<file path="src/rtl/hazard_scoreboard_pkg.sv">
// Shared types and constants for the ID-stage hazard scoreboard.
// Entry 0 is EX, entry 1 is MEM, and the last entry is WB.
package hazard_scoreboard_pkg;

  localparam int REG_AW      = 5;
  localparam int FWD_REGFILE = 0;
  localparam int STG_EX      = 0;
  localparam int STG_MEM     = 1;

  typedef struct packed {
    logic              wr;
    logic [REG_AW-1:0] rd;
    logic              load;
  } sb_entry_t;

  localparam sb_entry_t SB_BUBBLE = '0;

  // WB sits at the end of the tracked window, whatever its depth.
  function automatic int stg_wb(input int depth);
    return depth - 1;
  endfunction

endpackage

</file>
<file path="src/rtl/hazard_scoreboard_if.sv">
// ID-stage request (instruction fields) and the hazard unit's response.
// The master is the ID stage. The slave is the scoreboard.
interface hazard_scoreboard_if #(
  parameter int AW    = 5,
  parameter int SW    = 2,
  parameter int CNT_W = 16
);
  logic          id_valid;
  logic          id_kill;
  logic [AW-1:0] id_rs;
  logic [AW-1:0] id_rt;
  logic          id_uses_rs;
  logic          id_uses_rt;
  logic          id_wr_en;
  logic [AW-1:0] id_rd;
  logic          id_is_load;
  logic          id_is_branch;

  logic             stall;
  logic             pc_write;
  logic             if_id_write;
  logic             bubble;
  logic [SW-1:0]    fwd_a;
  logic [SW-1:0]    fwd_b;
  logic [CNT_W-1:0] stall_count;

  modport master (
    output id_valid, id_kill, id_rs, id_rt, id_uses_rs, id_uses_rt,
           id_wr_en, id_rd, id_is_load, id_is_branch,
    input  stall, pc_write, if_id_write, bubble, fwd_a, fwd_b, stall_count
  );

  modport slave (
    input  id_valid, id_kill, id_rs, id_rt, id_uses_rs, id_uses_rt,
           id_wr_en, id_rd, id_is_load, id_is_branch,
    output stall, pc_write, if_id_write, bubble, fwd_a, fwd_b, stall_count
  );
endinterface

</file>
<file path="src/rtl/hazard_scoreboard_sb_match.sv">
// Per-source scoreboard lookup: hit vector, load-use flag and forward select.
// Purely combinational. It exerts no backpressure of its own.
module sb_match
  import hazard_scoreboard_pkg::*;
#(
  parameter int AW       = 5,
  parameter int DEPTH    = 3,
  parameter int LOAD_LAT = 2,
  parameter int SW       = $clog2(DEPTH)
) (
  input  sb_entry_t        ent [DEPTH],
  input  logic [AW-1:0]    src,
  input  logic             used,
  output logic [DEPTH-2:0] hit,
  output logic             load_use,
  output logic [SW-1:0]    fwd_sel
);

  // WB is excluded: the register file writes through, so it can never hazard.
  always_comb begin
    hit      = '0;
    load_use = 1'b0;
    fwd_sel  = SW'(FWD_REGFILE);
    for (int j = 0; j < DEPTH - 1; j++) begin
      hit[j] = used && (src != '0) && ent[j].wr && (ent[j].rd == src);
      if (hit[j] && ent[j].load && (j + 1 < LOAD_LAT))
        load_use = 1'b1;
    end
    // Descending scan, so the youngest eligible producer is written last.
    for (int k = DEPTH - 1; k >= 1; k--) begin
      if (hit[k-1] && (!ent[k-1].load || k >= LOAD_LAT))
        fwd_sel = SW'(k);
    end
  end

endmodule

</file>
<file path="src/rtl/hazard_scoreboard.sv">
// Decides ID stall/bubble from a shift-register scoreboard and registers the EX forwarding selects.
// stall/bubble are combinational in the same cycle. fwd/stall_count take 1 cycle. The back end never stalls.
module hazard_scoreboard
  import hazard_scoreboard_pkg::*;
#(
  parameter int AW       = 5,
  parameter int DEPTH    = 3,
  parameter int LOAD_LAT = 2,
  parameter int SW       = $clog2(DEPTH),
  parameter int CNT_W    = 16
) (
  input logic               clk,
  input logic               rst,
  hazard_scoreboard_if.slave sb
);

  sb_entry_t        ent_q [DEPTH];
  sb_entry_t        ent_in;
  logic [DEPTH-2:0] hit_a, hit_b;
  logic             lu_a, lu_b;
  logic [SW-1:0]    sel_a, sel_b;
  logic [SW-1:0]    fwd_a_q, fwd_b_q;
  logic [CNT_W-1:0] cnt_q;
  logic             hazard, stall;

  sb_match #(.AW(AW), .DEPTH(DEPTH), .LOAD_LAT(LOAD_LAT), .SW(SW)) u_match_a (
    .ent(ent_q), .src(sb.id_rs), .used(sb.id_uses_rs),
    .hit(hit_a), .load_use(lu_a), .fwd_sel(sel_a)
  );

  sb_match #(.AW(AW), .DEPTH(DEPTH), .LOAD_LAT(LOAD_LAT), .SW(SW)) u_match_b (
    .ent(ent_q), .src(sb.id_rt), .used(sb.id_uses_rt),
    .hit(hit_b), .load_use(lu_b), .fwd_sel(sel_b)
  );

  // Branches compare in ID, so any in-flight producer short of WB must drain first.
  assign hazard = lu_a | lu_b | (sb.id_is_branch & ((|hit_a) | (|hit_b)));
  assign stall  = sb.id_valid & ~sb.id_kill & hazard;

  assign sb.stall       = stall;
  assign sb.pc_write    = ~stall;
  assign sb.if_id_write = ~stall;
  assign sb.bubble      = stall | sb.id_kill;
  assign sb.fwd_a       = fwd_a_q;
  assign sb.fwd_b       = fwd_b_q;
  assign sb.stall_count = cnt_q;

  always_comb begin
    ent_in      = SB_BUBBLE;
    ent_in.wr   = sb.id_valid & sb.id_wr_en & ~sb.id_kill & ~stall & (sb.id_rd != '0);
    ent_in.rd   = sb.id_rd;
    ent_in.load = sb.id_is_load;
  end

  always_ff @(posedge clk) begin
    if (rst) begin
      for (int k = 0; k < DEPTH; k++)
        ent_q[k] <= SB_BUBBLE;
      fwd_a_q <= '0;
      fwd_b_q <= '0;
      cnt_q   <= '0;
    end else begin
      ent_q[STG_EX] <= ent_in;
      for (int k = STG_MEM; k < DEPTH; k++)
        ent_q[k] <= ent_q[k-1];
      if (stall | sb.id_kill) begin
        fwd_a_q <= SW'(FWD_REGFILE);
        fwd_b_q <= SW'(FWD_REGFILE);
      end else begin
        fwd_a_q <= sel_a;
        fwd_b_q <= sel_b;
      end
      if (stall && (cnt_q != '1))
        cnt_q <= cnt_q + CNT_W'(1);
    end
  end

endmodule
</file>
<file path="src/flat_wrapper.sv">
// flat-port wrapper written by rule: the top's interface ports become plain ports
module hazard_scoreboard_flat import hazard_scoreboard_pkg::*;
#(
  parameter int AW       = 5,
  parameter int DEPTH    = 3,
  parameter int LOAD_LAT = 2,
  parameter int SW       = $clog2(DEPTH),
  parameter int CNT_W    = 16
)
  (clk, rst, sb_id_valid, sb_id_kill, sb_id_rs, sb_id_rt, sb_id_uses_rs, sb_id_uses_rt, sb_id_wr_en, sb_id_rd, sb_id_is_load, sb_id_is_branch, sb_stall, sb_pc_write, sb_if_id_write, sb_bubble, sb_fwd_a, sb_fwd_b, sb_stall_count);
  hazard_scoreboard_if #(.AW(AW), .SW(SW), .CNT_W(CNT_W)) sb_i ();
  input logic clk;
  input logic rst;
  input wire logic [$bits(sb_i.id_valid)-1:0] sb_id_valid;
  input wire logic [$bits(sb_i.id_kill)-1:0] sb_id_kill;
  input wire logic [$bits(sb_i.id_rs)-1:0] sb_id_rs;
  input wire logic [$bits(sb_i.id_rt)-1:0] sb_id_rt;
  input wire logic [$bits(sb_i.id_uses_rs)-1:0] sb_id_uses_rs;
  input wire logic [$bits(sb_i.id_uses_rt)-1:0] sb_id_uses_rt;
  input wire logic [$bits(sb_i.id_wr_en)-1:0] sb_id_wr_en;
  input wire logic [$bits(sb_i.id_rd)-1:0] sb_id_rd;
  input wire logic [$bits(sb_i.id_is_load)-1:0] sb_id_is_load;
  input wire logic [$bits(sb_i.id_is_branch)-1:0] sb_id_is_branch;
  output wire logic [$bits(sb_i.stall)-1:0] sb_stall;
  output wire logic [$bits(sb_i.pc_write)-1:0] sb_pc_write;
  output wire logic [$bits(sb_i.if_id_write)-1:0] sb_if_id_write;
  output wire logic [$bits(sb_i.bubble)-1:0] sb_bubble;
  output wire logic [$bits(sb_i.fwd_a)-1:0] sb_fwd_a;
  output wire logic [$bits(sb_i.fwd_b)-1:0] sb_fwd_b;
  output wire logic [$bits(sb_i.stall_count)-1:0] sb_stall_count;
  assign sb_i.id_valid = sb_id_valid;
  assign sb_i.id_kill = sb_id_kill;
  assign sb_i.id_rs = sb_id_rs;
  assign sb_i.id_rt = sb_id_rt;
  assign sb_i.id_uses_rs = sb_id_uses_rs;
  assign sb_i.id_uses_rt = sb_id_uses_rt;
  assign sb_i.id_wr_en = sb_id_wr_en;
  assign sb_i.id_rd = sb_id_rd;
  assign sb_i.id_is_load = sb_id_is_load;
  assign sb_i.id_is_branch = sb_id_is_branch;
  assign sb_stall = sb_i.stall;
  assign sb_pc_write = sb_i.pc_write;
  assign sb_if_id_write = sb_i.if_id_write;
  assign sb_bubble = sb_i.bubble;
  assign sb_fwd_a = sb_i.fwd_a;
  assign sb_fwd_b = sb_i.fwd_b;
  assign sb_stall_count = sb_i.stall_count;
  hazard_scoreboard #(.AW(AW), .DEPTH(DEPTH), .LOAD_LAT(LOAD_LAT), .SW(SW), .CNT_W(CNT_W)) u_core (.clk(clk), .rst(rst), .sb(sb_i));
endmodule
</file>
<file path="config.mk">
export PLATFORM = sky130hd
export DESIGN_NAME = hazard_scoreboard_flat
export DESIGN_NICKNAME = d
export VERILOG_FILES = /design/src/rtl/hazard_scoreboard_pkg.sv /design/src/rtl/hazard_scoreboard_if.sv /design/src/rtl/hazard_scoreboard_sb_match.sv /design/src/rtl/hazard_scoreboard.sv /design/src/flat_wrapper.sv
export SDC_FILE = /design/constraint.sdc
export NUM_CORES = 1
export LEC_CHECK = 0
export CAP_MARGIN = 15
export CORE_ASPECT_RATIO = 1.1
export CORE_MARGIN = 8
export CORE_UTILIZATION = 50
export CTS_BUF_LIST = sky130_fd_sc_hd__clkbuf_8
export CTS_CLUSTER_DIAMETER = 80
export CTS_CLUSTER_SIZE = 10
export DETAILED_ROUTE_END_ITERATION = 16
export HOLD_SLACK_MARGIN = 0.15
export PLACE_DENSITY = 0.83
export SYNTH_ARGS = -nofsm -noshare
export SYNTH_HDL_FRONTEND = slang
export SYNTH_SLANG_ARGS = --single-unit
export TNS_END_PERCENT = 100
</file>
<file path="constraint.sdc">
create_clock -name clk -period 7.35 [get_ports clk]
set_clock_uncertainty 0.1 [all_clocks]
set_input_delay 1.47 -clock clk [delete_from_list [all_inputs] [get_ports clk]]
set_output_delay 1.47 -clock clk [all_outputs]
set_load 0.01 [all_outputs]
</file>
; Yosys cells after proc, flatten, opt, wreduce, memory -nomap -nowiden
; Index checks and enable logic that the tools add are counted.
[word_totals]
mem_count = 0
latch_bits = 0
rom_bits = 0
ff_bits = 33
word_cells = 59
output_inout_bits = 24
mem_bits_rw = 0
[classes]
n_eq_ne = 5
mul = 0
shifts = 0
n_addsub = 1
n_reduce_logical = 24
muxes = 6
n_div = 0
bitwise = 13
magnitude_cmp = 0
[op_table]
columns = operator, n
row1 = == test 5 bit, 4
row2 = "adder 16 x 1 -> 16 bit, second input constant", 1
row3 = "!= test 16 bit, second input constant", 1
row4 = logical AND 1 bit, 15
row5 = nonzero test 5 bit, 3
row6 = AND 1 bit, 7
row7 = OR reduction 2 bit, 3
row8 = OR reduction 3 bit, 2
row9 = 2-to-1 mux 1 bit, 4
row10 = 2-to-1 mux 2 bit, 2
row11 = OR 1 bit, 4
row12 = inverter 1 bit, 2
row13 = zero test 1 bit, 1

; Longest topological paths before layout
; Gate-level depths: netlist of the first run.
[depth]
word_depth = 12
mapped_depth = 9

; Modules after synthesis
; A second synthesis of the first run with hierarchy kept.
[hier_totals]
hier_cells = 199
area_unflattened_um2 = 1919.3
[modules_own_cells]
columns = module, area_per_inst_um2, cells_per_inst, n_inst, seq_area_each_um2
row1 = hazard_scoreboard, 1531.5, 149, 1, 820.8
row2 = sb_match, 193.9, 25, 2, 0.0

; Worst setup path after synthesis of the first run
; Ideal clock, no wire load.
[synth_path]
kind = input-to-output
startpoint = input port sb_id_rs[1]
endpoint = output port sb_pc_write
stages = 7
setup_slack_ns = 2.655
arrival_time_ns = 3.125
required_ns = 5.780
n_path_buf = 1
path_cell_list = or4_4 > o21ai_2 > nor3_2 > o41ai_4 > nand2_2 > nand2_1 > buf_4
[synth_between]
elab_chain_len = 10
elab_cells_between_ends = 17
[synth_lines]
columns = item, line
row1 = start: declaration, flat_wrapper.sv:16  ; input wire logic [$bits(sb_i.id_rs)-1:0] sb_id_rs;
row2 = nonzero test 5 bit, hazard_scoreboard_sb_match.sv:25  ; hit[j] = used && (src != '0) && ent[j].wr && (ent[j].rd == src);
row3 = logical AND 1 bit (3 in series), hazard_scoreboard_sb_match.sv:25
row4 = OR reduction 2 bit or logical AND 1 bit (tied branches), "hazard_scoreboard.sv:37, hazard_scoreboard_sb_match.sv:26"
row5 = OR 1 bit or 2-to-1 mux 1 bit (tied branches), "hazard_scoreboard.sv:37, hazard_scoreboard_sb_match.sv:26"
row6 = AND 1 bit or OR 1 bit (tied branches), hazard_scoreboard.sv:37  ; assign hazard = lu_a | lu_b | (sb.id_is_branch & ((|hit_a) | (|hit_b)));
row7 = OR 1 bit (*), hazard_scoreboard.sv:37
row8 = AND 1 bit (*), hazard_scoreboard.sv:38  ; assign stall = sb.id_valid & ~sb.id_kill & hazard;
row9 = inverter 1 bit (*), -
row10 = end: declaration, flat_wrapper.sv:25  ; output wire logic [$bits(sb_i.pc_write)-1:0] sb_pc_write;
; Every way passes the cells marked *; elsewhere a longest branch is shown, timed or not.

; Worst setup path after layout of the first run
[layout_path]
startpoint = input port sb_id_rs[1]
endpoint = output port sb_pc_write
[layout_between]
elab_chain_len = 10
elab_cells_between_ends = 17
[layout_lines]
columns = item, line
row1 = nonzero test 5 bit, hazard_scoreboard_sb_match.sv:25
row2 = logical AND 1 bit (3 in series), hazard_scoreboard_sb_match.sv:25
row3 = OR reduction 2 bit or logical AND 1 bit (tied branches), "hazard_scoreboard.sv:37, hazard_scoreboard_sb_match.sv:26"
row4 = OR 1 bit or 2-to-1 mux 1 bit (tied branches), "hazard_scoreboard.sv:37, hazard_scoreboard_sb_match.sv:26"
row5 = AND 1 bit or OR 1 bit (tied branches), hazard_scoreboard.sv:37
row6 = OR 1 bit (*), hazard_scoreboard.sv:37
row7 = AND 1 bit (*), hazard_scoreboard.sv:38
row8 = inverter 1 bit (*), hazard_scoreboard.sv:41  ; assign sb.pc_write = ~stall;
; Marked as above.

==> results of run 1 <==
[cell usage after synthesis, drive strengths merged, types with 2 or more instances]
library cell and instances:
inv 7, o21ai 7, buf 3, xnor2 21, a31o 4, clkbuf 4, and3 7, or4 3
nand3 5, nor2 16, mux2 4, or3 5, a21oi 9, a211oi 2, nor3 4, nand4 7
nand2b 3, nor2b 16, nand2 13, dfxtp 33
[logic make-up after synthesis]
kind of cell | count (synthesis) | share of synthesized area [%]
buf+inv | 14 | 3.761
fa+ha+maj | 1 | 0.7373
xor+xnor | 21 | 10.84
compound gates | 31 | 15.56
mux | 5 | 3.466
flops | 33 | 38.94
simple gates | 82 | 26.70
[cell type report]
type / count / area (sq um)
fill: 273 / 1020
tap: 36 / 45.04
sequential: 33 / 660.6
inverter: 7 / 26.28
clock buffer: 7 / 96.34
multi-input combinational: 140 / 972.2
clock inverter: 1 / 5.005
timing repair buffer: 48 / 478.0
[power breakdown]
group	internal, mW	switching, mW	total, mW
Combinational	0.0223	0.0156	0.0379
Sequential	0.182	0.00309	0.185
Clock	0.0845	0.0644	0.149
[worst paths after layout]
check | to | slack [ns] | start
worst max-delay path | sb_pc_write | 1.64 | sb_id_rs[1]
worst min-delay path | u_core.ent_q[13]$_SDFF_PP0_ | 0.39 | u_core.ent_q[20]$_SDFF_PP0_
worst max register to register | u_core.sb.stall_count[13]$_SDFFE_PP0P_ | 4.87 | u_core.ent_q[17]$_SDFF_PP0_
worst min register to register | u_core.ent_q[13]$_SDFF_PP0_ | 0.39 | u_core.ent_q[20]$_SDFF_PP0_
[worst max-delay path, stage by stage]
cell and delay (ns):
clkdlybuf4s50_1 0.47, or4_4 0.56, o21ai_2 0.16, nor3_2 0.10
o41ai_4 0.50, nand2_2 0.17, nand2_1 0.15, clkdlybuf4s50_1 0.55
[layer usage]
layer  vias to the layer above  track usage [%]
met3                         8            6.242
met4                         0            7.771
li1                        747                -
met1                       674            16.50
met2                        44            24.75
met5                         -                0
[flip-flops by register name, indices dropped and copies added (netlist names)]
name,flops
u_core.sb.fwd_b,2
u_core.ent_q,13
u_core.sb.fwd_a,2
u_core.sb.stall_count,16
[through the flow]
step	instance area [sq um]	utilization [%]	hold slack (ns)	total power, mW	setup WS [ns]
floorplan	1697	-	0.3598	0.2069	2.655
global placement	2182	66.06	0.3807	0.2263	1.691
detailed placement	2182	66.06	0.3818	0.2268	1.625
CTS	2283	69.13	0.3914	0.3756	1.615
global route	2283	69.13	0.4158	0.3880	1.492
finish	2283	69.13	0.3878	0.3719	1.642
==> summary.md, run 1 <==
| Metric | Value |
|---|---|
| Maximum vdd drop | `between 100 and 150 uV` |
| Max_cap viols | `0` |
| Synthesized net count | `between 200 and 250` |
| CP max FO | `6` |
| #FFs+latches synth | `33` |
| Clk slew on worst S/H paths | `0.06 ns` |
| HPWL Detailed | `a little over 3 mm` |
| Worst-Skew Late Latency | `~0.29 ns` |
| Starting Density | `just over 50%` |
| Worst-Margin Slew | `0.5915 ns` |
| Met2 Wirelength | `~1.9 mm` |
| DIE HEIGHT | `~77 microns` |
| Top cell type's share of synthesized area | `38.94%` |
| Cells after synthesis | `between 150 and 200` |
| Final setup vio count | `0` |
| Post-CTS setup buffers | `0` |
| Area Overhead vs Synth | `34.59%` |
| Slew Limit Fails | `0` |
| Number of synthesized flops with an enable pin | `0` |
| Fin crit share | `about 78%` |
| Gr ovfl total | `0` |
| Max clock buf depth | `2` |
| Synth Flop Type | `dfxtp_1` |
| Fin cells | `272` |
| Post-DRT Antenna Nets | `0` |
| Commonest non-fill, non-tap cells in the layout | `clkdlybuf4s50_1 (47), dfxtp_1 (33), xnor2_1 (21)` |
| Total number of H-tree levels | `2` |
| CTS tree | `done` |
| Total CTS buffers | `5` |
| Leading cell type in the layout, fill and taps excluded | `clkdlybuf4s50_1` |
| Worst rel slew slack | `60.56%` |
| Critical Path RT | `slightly below 6 ns` |
| DR iter-0 viols | `54` |
| Met1 WL | `1.757 mm` |
| Die X | `between 70 and 80 microns` |
| Hold Path Depth | `1` |
| Largest net degree at the start of global routing | `roughly 40` |
| Detailed-route DRC error count | `0` |
| Final Hold Violating Endpoints | `0` |
| CP startpoint kind | `primary input` |
| Hold Crit Class | `reg -> reg` |
| Total Wirelength | `approximately 4.0 mm` |
| Post-CTS Hold Buffers | `0` |
| Layout cell share with drive strength beyond 1 | `between 10% and 20%` |
| Critical Path AT | `between 4 and 5 ns` |
| Distinct cells, synth | `44` |
| Power per cell area | `around 160 nW/um^2` |
| Core Area | `approximately 3300 sq um` |
| CTS resizes | `0` |
| Setup_tns | `0 ns` |
| Crit Path Category | `in -> out` |
| Synth Area per Inst | `approximately 9.1 sq um` |
| DR top layer | `met4` |
| Total GRT Usage | `15.22%` |
| Clk root buf | `clkbuf_8` |
| ANT cells | `0` |
| Average wire per standard cell | `about 15 microns` |
| R2R cell count | `7` |
| Leakage | `slightly above 0.8 nW` |
| RSZ-0062 raised after global routing | `no` |
| Synth area leader | `dfxtp_1` |
| Clk sinks | `33` |
| Register area share after synthesis | `~40%` |
| Vias/cell | `roughly 5.4` |
| Async SR Flop Fraction | `0%` |
| Synthesized cell area | `~1700 sq um` |
| Yosys warns | `0` |
| First-pass GRT wire length | `6.686 mm` |
| Initial antenna violation count | `0` |
| Vias in the first global route | `around 1500` |
| Die ar. | `between 5000 and 6000 sq um` |
| CP Capture Type | `primary output` |
| RePlAce Congestion | `between 0.8 and 0.9` |
| Dominant cells by area after synthesis | `dfxtp_1 (39%), xnor2_1 (11%), nor2b_1 (5.9%)` |
| FMAX | `175.2 MHz` |
| I/O Buffers | `47` |
| Row count | `22` |
| Placed insts | `264` |
| Status | `finished clean` |
| Fin crit period | `roughly 5.7 ns` |
| Top Ports | `48` |
| Met3 wire len | `about 290 microns` |
| DR vias | `~1500` |
| Layout Nets | `260` |
| Initial DRT Pass Iterations | `4` |
Power figures use the tool's default switching activity.
==> run 2, diff against run 1 <==
--- a/config.mk
+++ b/config.mk
@@ -8,13 +8,13 @@
 export CAP_MARGIN = 15
 export CORE_ASPECT_RATIO = 1.1
 export CORE_MARGIN = 8
-export CORE_UTILIZATION = 50
+export CORE_UTILIZATION = 49
 export CTS_BUF_LIST = sky130_fd_sc_hd__clkbuf_8
 export CTS_CLUSTER_DIAMETER = 80
 export CTS_CLUSTER_SIZE = 10
 export DETAILED_ROUTE_END_ITERATION = 16
 export HOLD_SLACK_MARGIN = 0.15
-export PLACE_DENSITY = 0.83
+export PLACE_DENSITY = 0.82
 export SYNTH_ARGS = -nofsm -noshare
 export SYNTH_HDL_FRONTEND = slang
 export SYNTH_SLANG_ARGS = --single-unit
==> constraint.sdc (replaced) <==
create_clock -name clk -period 5.4 [get_ports clk]
set_clock_uncertainty 0.1 [all_clocks]
set_input_delay 1.08 -clock clk [delete_from_list [all_inputs] [get_ports clk]]
set_output_delay 1.08 -clock clk [all_outputs]
set_load 0.01 [all_outputs]
==> summary.md, run 2 (synthesis results as in run 1) <==
| Metric | Value |
|---|---|
| Total number of H-tree levels | `2 (unchanged)` |
| ANT cells | `0 (unchanged)` |
| Vias in the first global route | `1445 (-0.82%)` |
| Critical Path AT | `3.69 ns (-0.45 ns)` |
| Global route hottest layer | `met2` |
| Power per cell area | `219.5 nW/um^2 (+35%)` |
| Max clock buf depth | `2 (unchanged)` |
| DR iter-0 viols | `71 (+31%)` |
| Total GRT Usage | `14.28% (-0.94 points)` |
| CP Capture Type | `primary output` |
| RePlAce Congestion | `0.8568 (-0.37%)` |
| Largest net degree at the start of global routing | `41 (unchanged)` |
| Worst path max stage delay | `0.56 ns (about the same)` |
| Layout Nets | `260 (unchanged)` |
| Initial DRT Pass Iterations | `4 (unchanged)` |
| Row count | `22 (unchanged)` |
| Worst-Skew Late Latency | `0.28 ns (about the same)` |
| Clk slew on worst S/H paths | `0.06 ns (about the same)` |
| Commonest non-fill, non-tap cells in the layout | `clkdlybuf4s50_1 (47), dfxtp_1 (33), xnor2_1 (21)` |
| Core Area | `3331 sq um (+0.83%)` |
| Launch point of the worst reg-to-reg path | `u_core.ent_q[10]$_SDFF_PP0_` |
| Worst Setup SP | `sb_id_rs[1]` |
| Post-CTS setup buffers | `0 (unchanged)` |
| Worst hold slack | `0.4040 ns (+0.01623 ns)` |
| I/O Buffers | `47 (unchanged)` |
| Most frequent CP cell | `clkdlybuf4s50_1` |
| Max_cap viols | `0 (unchanged)` |
| CP Capture Point | `sb_pc_write` |
| Die X | `72.11 microns (+0.79%)` |
| DR vias | `1466 (-0.48%)` |
| DIE HEIGHT | `77.72 microns (+0.80%)` |
| Worst r2r dst | `u_core.sb.stall_count[13]$_SDFFE_PP0P_` |
| Final setup vio count | `0 (unchanged)` |
| Layout cell share with drive strength beyond 1 | `12.29% (unchanged)` |
| Setup_tns | `0 ns (unchanged)` |
| HPWL Detailed | `2.973 mm (-3.3%)` |
| CTS tree | `done` |
| Total Wirelength | `3.875 mm (-3.7%)` |
| RSZ-0062 raised after global routing | `no` |
| Slew Limit Fails | `0 (unchanged)` |
| FF/Latch Area | `660.6 sq um (unchanged)` |
| CP max stage cell | `or4_4` |
| Max reg flops | `16 (unchanged)` |
| Initial antenna violation count | `0 (unchanged)` |
| Vias/cell | `5.162 (-4.7%)` |
| Met3 usage | `6.427% (+0.18 points)` |
| Area Overhead vs Synth | `35.47%` |
| Detailed-route DRC error count | `0 (unchanged)` |
| Met2 Use GR | `23.96% (-0.79 points)` |
| Total CTS buffers | `5 (unchanged)` |
| Critical Path RT | `4.22 ns (-1.56 ns)` |
| Starting Density | `50.94% (-0.42 points)` |
| Leading cell type in the layout, fill and taps excluded | `clkdlybuf4s50_1` |
| CP max FO | `6 (unchanged)` |
| Worst rel slew slack | `57.12% (-3.4 points)` |
| Post-DRT Antenna Nets | `0 (unchanged)` |
| Gr ovfl total | `0 (unchanged)` |
| Hold Crit Class | `reg -> reg` |
| Maximum vdd drop | `140.2 uV (+14%)` |
| R2R cell count | `7 (unchanged)` |
| Worst-path cell chain | `clkdlybuf4s50_1 > or4_4 > o21ai_2 > nor3_2 > o41ai_4 > nand2_2 > nand2_1 > clkdlybuf4s50_1` |
| Crit Path Category | `in -> out` |
| Die ar. | `5604 sq um (+1.6%)` |
| Top Ports | `48 (unchanged)` |
| CTS resizes | `0 (unchanged)` |
| Global Route met1 Usage | `15.21% (-1.3 points)` |
| First-pass GRT wire length | `6.444 mm (-3.6%)` |
| Area of the multi-input gates | `972.2 sq um (unchanged)` |
| Clk root buf | `clkbuf_8` |
| Fin crit share | `90.27%` |
| CP startpoint kind | `primary input` |
| Status | `finished clean` |
| Worst-Margin Slew | `0.6432 ns (+0.05161 ns)` |
| Post-CTS Hold Buffers | `0 (unchanged)` |
| Average wire per standard cell | `13.64 microns (-7.8%)` |
| Fin crit period | `4.874 ns` |
| Final Hold Violating Endpoints | `0 (unchanged)` |
| Clk sinks | `33 (unchanged)` |
| FILL cells | `282 (+3.3%)` |
| FMAX | `roughly 210 MHz` |
| Leakage | `0.8247 nW (unchanged)` |
| R2r setup slk | `2.97 ns (-1.90 ns)` |
==> run 2: how the worst min path moves through the flow <==
stage                           startpoint                          end  depth (start not counted)
2_1_floorplan  u_core.ent_q[20]$_SDFF_PP0_  u_core.ent_q[13]$_SDFF_PP0_                          1
3_3_place_gp   u_core.ent_q[20]$_SDFF_PP0_  u_core.ent_q[13]$_SDFF_PP0_                          1
3_5_place_dp   u_core.ent_q[20]$_SDFF_PP0_  u_core.ent_q[13]$_SDFF_PP0_                          1
4_1_cts        u_core.ent_q[20]$_SDFF_PP0_  u_core.ent_q[13]$_SDFF_PP0_                          1
5_1_grt        u_core.ent_q[20]$_SDFF_PP0_  u_core.ent_q[13]$_SDFF_PP0_                          1
6_report       u_core.ent_q[20]$_SDFF_PP0_  u_core.ent_q[13]$_SDFF_PP0_                          1
==> run 2: area by class of cell <==
cell class	instances	area share, %
multi-input cells	140	42.30
flip-flops and latches	33	28.74
repair buffers	48	20.79
clock buffers	7	4.192
well taps	48	2.613
inverters	7	1.143
clock inverters	1	0.2177
==> run 2: critical path: cells and delay by family <==
family          cells  cell delay, ns
buf+inv             2            1.02
simple gates        4            0.96
compound gates      2            0.63
==> run 2: per-layer routing <==
metal	part of all wire [%]	vias up	wire, microns
met5	0	-	0
met2	47	36	1813
met1	44	672	1717
met3	7.2	9	278
met4	1.7	0	65
li1	-	749	-
==> run 2: stage by stage <==
| step | total power [mW] | cells | utilization [%] | setup WS, ns | instance area [sq um] |
|---|---|---|---|---|---|
| after global routing | 0.5283 | 284 | 69.01 | 0.3968 | 2298 |
| final | 0.5045 | 284 | 69.01 | 0.5256 | 2298 |
| after detailed placement | 0.3085 | 276 | 65.97 | 0.5010 | 2197 |
| after floorplan | 0.2816 | 187 | - | 1.485 | 1697 |
| after global placement | 0.3079 | 276 | 65.97 | 0.5219 | 2197 |
| after CTS | 0.5111 | 284 | 69.01 | 0.4971 | 2298 |
==> run 2: power breakdown <==
part           switching [mW]  internal, mW
Combinational          0.0210        0.0304
Clock                  0.0864         0.115
Sequential            0.00395         0.248
==> run 3, diff against run 2 <==
--- a/config.mk
+++ b/config.mk
@@ -5,7 +5,6 @@
 export SDC_FILE = /design/constraint.sdc
 export NUM_CORES = 1
 export LEC_CHECK = 0
-export CAP_MARGIN = 15
 export CORE_ASPECT_RATIO = 1.1
 export CORE_MARGIN = 8
 export CORE_UTILIZATION = 49
==> results of run 3 <==
The final DEF is identical to that of run 2; final timing and power are the same.
